`src/rtl/zet_event_seq.sv`:
```
// zet_event_seq
// Microcode sequencer with a prioritised NEV-channel event arbiter. It sits
// between the opcode decoder, which supplies base_addr, and the microcode
// ROM, which is addressed by seq_addr.
//
// When an event channel is active, its vector replaces base_addr as the
// sequence origin. Each channel is either synchronous, meaning it can be
// captured in any exec cycle, or boundary-only, meaning it is captured only
// at end_seq. A fixed-length stall counter holds the sequence for
// multi-cycle instructions such as divide.
//
// Ports:
//   clk, rst    clock and synchronous active-high reset
//   base_addr   entry address from the opcode decoder
//   ev_req      level event requests, one bit per channel
//   ev_mask     channel enables, 1 = enabled
//   ev_vec      packed entry vectors; channel i is at [i*ADDR_W +: ADDR_W]
//   exec_st     microcode is executing
//   end_seq     last micro-instruction of the current sequence
//   block       bus stall; freezes everything except the stall counter
//   stall_req   current instruction needs a multi-cycle stall
//   seq_addr    microcode address (combinational)
//   ev_active   one-hot channel whose sequence is running
//   ev_ack      one-cycle acknowledge, the cycle after ev_active rises
//   stall_busy  stall counter is non-zero
module zet_event_seq #(
    parameter int                ADDR_W    = 9,
    parameter int                NEV       = 4,
    parameter logic [NEV-1:0]    SYNC_MASK = 4'b0010,
    parameter int                STALL_CYC = 18,
    parameter int                STALL_W   = 5
) (
    input  logic                  clk,
    input  logic                  rst,
    input  logic [ADDR_W-1:0]     base_addr,
    input  logic [NEV-1:0]        ev_req,
    input  logic [NEV-1:0]        ev_mask,
    input  logic [NEV*ADDR_W-1:0] ev_vec,
    input  logic                  exec_st,
    input  logic                  end_seq,
    input  logic                  block,
    input  logic                  stall_req,
    output logic [ADDR_W-1:0]     seq_addr,
    output logic [NEV-1:0]        ev_active,
    output logic [NEV-1:0]        ev_ack,
    output logic                  stall_busy
);

    logic [ADDR_W-1:0]  seq;
    logic [STALL_W-1:0] stall_cnt;
    logic [NEV-1:0]     active_d;
    logic [NEV-1:0]     cand;
    logic [NEV-1:0]     win;
    logic [ADDR_W-1:0]  vec_sel;
    logic               arb_free;

    // The arbiter is free when idle, or when the running sequence ends this
    // cycle. The second case allows back-to-back events.
    assign arb_free = (ev_active == '0) | (end_seq & ~block);

    // Boundary channels additionally need end_seq in the same cycle.
    assign cand = ev_req & ev_mask & (SYNC_MASK | {NEV{end_seq}})
                & {NEV{exec_st & ~block & arb_free}};

    // Isolate the lowest set bit, so index 0 has the highest priority.
    assign win = cand & (~cand + NEV'(1));

    // Select the vector of the active channel. Because ev_active is one-hot,
    // ORing the masked vectors yields exactly one of them.
    always_comb begin
        vec_sel = '0;
        for (int i = 0; i < NEV; i++) begin
            if (ev_active[i]) begin
                vec_sel = vec_sel | ev_vec[i*ADDR_W +: ADDR_W];
            end
        end
    end

    assign seq_addr   = ((ev_active != '0) ? vec_sel : base_addr) + seq;
    assign stall_busy = (stall_cnt != '0);

    // The stall counter keeps running through block, so that a bus stall
    // never stretches a divide. The sequence and the event state are frozen
    // by block. The ack history is not frozen, so the ack still pulses
    // exactly once.
    always_ff @(posedge clk) begin
        if (rst) begin
            seq       <= '0;
            stall_cnt <= '0;
            ev_active <= '0;
            ev_ack    <= '0;
            active_d  <= '0;
        end else begin
            if (stall_req & exec_st) begin
                stall_cnt <= (stall_cnt == '0) ? STALL_W'(STALL_CYC)
                                               : stall_cnt - STALL_W'(1);
            end else begin
                stall_cnt <= '0;
            end

            if (!block) begin
                if (end_seq) begin
                    seq <= '0;
                end else if (stall_cnt != '0) begin
                    seq <= seq;
                end else if (exec_st) begin
                    seq <= seq + ADDR_W'(1);
                end else begin
                    seq <= '0;
                end

                if (win != '0) begin
                    ev_active <= win;
                end else if (end_seq) begin
                    ev_active <= '0;
                end
            end

            ev_ack   <= ev_active & ~active_d;
            active_d <= ev_active;
        end
    end

endmodule
```
`config.mk`:
```
export PLATFORM = sky130hd
export DESIGN_NAME = zet_event_seq
export DESIGN_NICKNAME = d
export VERILOG_FILES = /design/src/rtl/zet_event_seq.sv
export SDC_FILE = /design/constraint.sdc
export NUM_CORES = 1
export LEC_CHECK = 0
export CAP_MARGIN = 5
export CORE_ASPECT_RATIO = 1.25
export CORE_MARGIN = 2
export CORE_UTILIZATION = 42
export CTS_BUF_LIST = sky130_fd_sc_hd__clkbuf_2 sky130_fd_sc_hd__clkbuf_4 sky130_fd_sc_hd__clkbuf_8
export DETAILED_ROUTE_END_ITERATION = 8
export HOLD_SLACK_MARGIN = 0.05
export PLACE_DENSITY = 0.82
export SYNTH_ARGS = -nofsm -noshare
export SYNTH_HDL_FRONTEND = slang
export SYNTH_SLANG_ARGS = --single-unit
```
`constraint.sdc`:
```
create_clock -name clk -period 5.1 [get_ports clk]
set_clock_uncertainty 0.15 [all_clocks]
set_input_delay 1.53 -clock clk [delete_from_list [all_inputs] [get_ports clk]]
set_output_delay 1.53 -clock clk [all_outputs]
set_load 0.01 [all_outputs]
```
* Word level (Yosys, flattened, before mapping) *
Index checks and enable logic that the tools add are counted.

storage, ports and cells
  register bits after elaboration = 26
  bits in latches = 0
  memory bits (writable) = 0
  memory bits (read-only) = 0
  input port bits = 59
  output and inout bits = 18
  logic and storage cells = 49
  memories = 0

cells by class
  $add $sub $neg = 4
  $mul = 0
  divide/modulo/power cells = 0
  $lt $le $gt $ge = 0
  equal/unequal tests = 1
  shift operators = 0
  muxes and demuxes = 11
  bitwise gates (word level) = 17
  reduce and logical (&&, ||, !) cells = 10

operators with widths
  kind                                              number
  two-way mux 9 bit                                 8
  OR 9 bit                                          3
  AND 4 bit                                         5
  adder 9 x 1 -> 9 bit, second input constant       1
  adder 9 bit                                       1
  two-way mux 4 bit                                 2
  NOT 4 bit                                         2
  nonzero test 4 bit                                2
  zero test 5 bit                                   1
  two-way mux 5 bit                                 1
  nonzero test 5 bit                                1
  subtractor 5 x 1 -> 5 bit, second input constant  1
  adder 4 x 1 -> 4 bit, second input constant       1
  AND 1 bit                                         4
  zero test 4 bit                                   1
  AND reduction 2 bit                               2
  OR reduction 3 bit                                1
  != test 2 bit, second input constant              1
  NOT 1 bit                                         2
  nonzero test 2 bit                                1
  OR reduction 2 bit                                1
  OR 1 bit                                          1

* Depth between registers and ports, before layout *
  depth after elaboration = 11
  mapped depth = 12

* Worst setup path before layout *
Ideal clock, no wire load.

  path type = input port to output port
  start point = input ev_vec[9]
  end point = output seq_addr[8]
  arrival = 3216 ps
  data required time = 3420 ps
  path slack = 204 ps
  cell stages on the path = 10
  buffers on the path = 0
  path through = a22oi_1 -> a31oi_1 -> ha_1 -> inv_1 -> fa_1 -> nor2b_1 -> o31a_1 -> nor3_1 -> o31ai_1 -> xnor2_1

between the ends
  longest elaborated chain between the ends = 8

RTL lines
  item                 RTL line  text
  start: declaration   38        input logic [NEV*ADDR_W-1:0] ev_vec,
  OR 9 bit *           74        vec_sel = vec_sel | ev_vec[i*ADDR_W +: ADDR_W];
  two-way mux 9 bit *  73        if (ev_active[i]) begin
  OR 9 bit             74
  two-way mux 9 bit *  73
  OR 9 bit             74
  two-way mux 9 bit *  73
  two-way mux 9 bit *  79        assign seq_addr = ((ev_active != '0) ? vec_sel : base_addr) + seq;
  adder 9 bit *        79
  end: declaration     43        output logic [ADDR_W-1:0] seq_addr,

Mark *: on every way between the ends. The rest lies on a longest branch, timed or not.

* Worst setup path after layout *
  start point = input ev_vec[29]
  end point = output seq_addr[6]

between the ends
  longest elaborated chain between the ends = 4

RTL lines
  item               RTL line
  OR 9 bit           74
  two-way mux 9 bit  73
  two-way mux 9 bit  79
  adder 9 bit        79

No other way between the ends.

==> out/results.ini <==
[setup_path]
worst_ep_required_time_ns=3.42
crit_path_max_fanout=2
start_kind=input pin
arrival_ns=3.41
criticalPathCategory=in2out
end_kind=primary output

[global_routing]
overflow=0
grt_max_degree=17
grt_pass1_wl_um=7210
grt_usage_pct=21.12
grt_pass1_vias=1644
antenna_found_initial=0

[clocking]
numCtsBuffers=3
cts_tree=done
htree_num_levels=1
cts_hold_buf=0
clkSlewWorstSetupHoldPaths_ns=0.08
cts.path.max_buffers=2
cts_root_buffer=clkbuf_8
clock-sinks=26
clk_latency_ns=0.26

[synth]
synth_top_family_by_area=compound AO/OA/AOI/OAI gates
syn-num-nets=266
synth_fa_ha_area_share_pct=8.971
netlist_area_um2=1618
synth_warnings=0
ys.flop_type=dfxtp_1
ys_async_sr_fraction_pct=0
synthCells=196
synth_area_leader_cell=dfxtp_1
synth_edf_count=0
synth-compound-area-share_pct=23.28
ys_top_cells_by_area=dfxtp_1, a22oi_1, ha_1, nor2_1, xnor2_1
synth-xor-area-share_pct=7.579
syn_area_per_cell_um2=8.254
ys_types=42
synth.area.mux_share_pct=0.6187
synth_seq_area_share_pct=32.17
netlist.area_leader.share_pct=32.17
synthSimpleGateAreaFrac_pct=22.51
ys_ff_latch=26

[drt]
ant_nets=0
dr.max_layer_used=met4
drcViolationCount=0
totalWireLength_um=4772
routed-wl-met2_um=2559
wl_met1_um=1847
vias=1749
via_per_inst=5.268
firstDrtPassIters=4
dr_wl_met3_um=265
drt_iter0_drc=41
wl_per_cell_um=14.37

[timing]
layout_min_cycle_time_ns=5.087
holdWs_ns=0.2341
max_freq_mhz=196.6
worst_pin_slew_ns=0.4573
setup_viol=0
postLayoutSetupSlackWorst_ns=0.01339
fin_crit_sh_pct=99.74
max_slew_margin_pct=69.49
slew_violations=0
rsz0062_at_grt=true
hold_viol=0

[die]
ios=77
die_x_um=59.51
fp.dieH_um=73.39
die-area_um2=4367
initial_utilization_pct=43.10
placementRows=25
core_area_um2=3754

[final_layout]
layout.area.seq_um2=520.5
syn2layout_area_growth_pct=64.11
antennaDiodeCount=0
utilization_pct=70.73
drive_above_1_share_pct=24.66
multi_input_area_um2=1126
nets=364
num-fill-cells=309
most-common-layout-cells=clkdlybuf4s50_1, nor2_1, dfxtp_1
final_common_cell=clkdlybuf4s50_1

[pwr]
p_clk_share_pct=23.0
power_switching_w=0.0001218
power_density_nw_per_um2=176.5
p_int_w=0.0003467
vdd_drop_max_v=0.0002215
pwr-share-comb_pct=32.3
p_leak_nw=1.130
seqPwrFrac_pct=44.7
switching_share_pct=26.01

[place]
pre_cts_slack_ns=-0.9285
dpl.hpwl_um=3736
gp_congestion=0.8126
port_buffers=76

[run]
maxCapViolCount=0

[hold_path]
worstHoldPathType=reg2reg

[outcome]
status=completed

[power by group through the flow]
stage | combinational, W | clock [W] | sequential [W]
final | 0.000151 | 0.000108 | 0.000209
after global routing | 0.000164 | 0.000118 | 0.000210
after CTS | 0.000148 | 0.000111 | 0.000209
after detailed placement | 0.000149 | 0 | 0.000214
after global placement | 0.000146 | 0 | 0.000214
after floorplan | 0.0000592 | 0 | 0.000214
[state kept, by name (all words and copies together), names as in the netlist]
name       cells
seq            9
ev_active      4
stall_cnt      5
active_d       4
ev_ack         4
[cell usage after synthesis (all sizes together), types with 2 or more instances]
cell and number:
inv 12, nand4 6, a22oi 18, a211oi 2, xnor2 7, o22ai 3, nand2b 6, ha 10
dfxtp 26, clkbuf 6, nor2 31, o21ai 7, a21oi 9, o21a 3, o21bai 3, a31oi 7
xor2 7, nand3 6, nand2 7, nor3 3
[per-stage QoR]
step / power (W) / TNS (ns) / instances / instance area, um^2
2_1_floorplan: 0.0002731 / 0 / 196 / 1618
3_3_place_gp: 0.0003608 / -3.721 / 322 / 2522
3_5_place_dp: 0.0003634 / -4.385 / 322 / 2522
4_1_cts: 0.0004687 / -0.01683 / 331 / 2626
5_1_grt: 0.0004917 / -0.2923 / 332 / 2655
6_report: 0.0004685 / 0 / 332 / 2655
[final cells by class]
type	count	area share, %
clock buffer	3	1.555
inverter	12	1.697
multi-input combinational	151	42.41
sequential	26	19.60
tap	40	1.885
timing repair buffer	100	32.85
[critical path, stage by stage]
cell	delay [ns]
clkdlybuf4s15_1	0.17
a22oi_2	0.16
a31oi_2	0.13
ha_1	0.32
nor2b_4	0.14
o31a_1	0.27
buf_4	0.14
o21a_1	0.18
nor3_2	0.16
nor2_1	0.06
buf_2	0.14
[per-layer routing]
layer | track usage, % | vias up
li1 | - | 898
met1 | 24.22 | 786
met2 | 40.05 | 57
met3 | 2.465 | 8
met4 | 5.926 | 0
met5 | 0 | -
[logic make-up (layout without fill, tap and decap cells)]
family,count (synthesis),after routing
xor+xnor,14,14
mux,1,1
simple gates,70,70
compound gates,55,55
flops,26,26
fa+ha+maj,11,11
buf+inv,19,115
[what timing repair did]
item | in CTS | in global routing
endpoints found under the setup margin | 8 | 7
resized for setup | 76 | 24
pin swaps | 29 | 16
setup buffers | 6 | 1
[path summary, 6_finish.rpt]
check	start	to	slack, ns	cells past startpoint
max	ev_vec[29]	seq_addr[6]	0.01	11
min	active_d[3]	ev_ack[3]	0.23	1
max reg2reg	stall_cnt[0]	seq[7]	2.90	7
min reg2reg	active_d[3]	ev_ack[3]	0.23	1
Note: power is estimated with default switching activity, not from simulation.
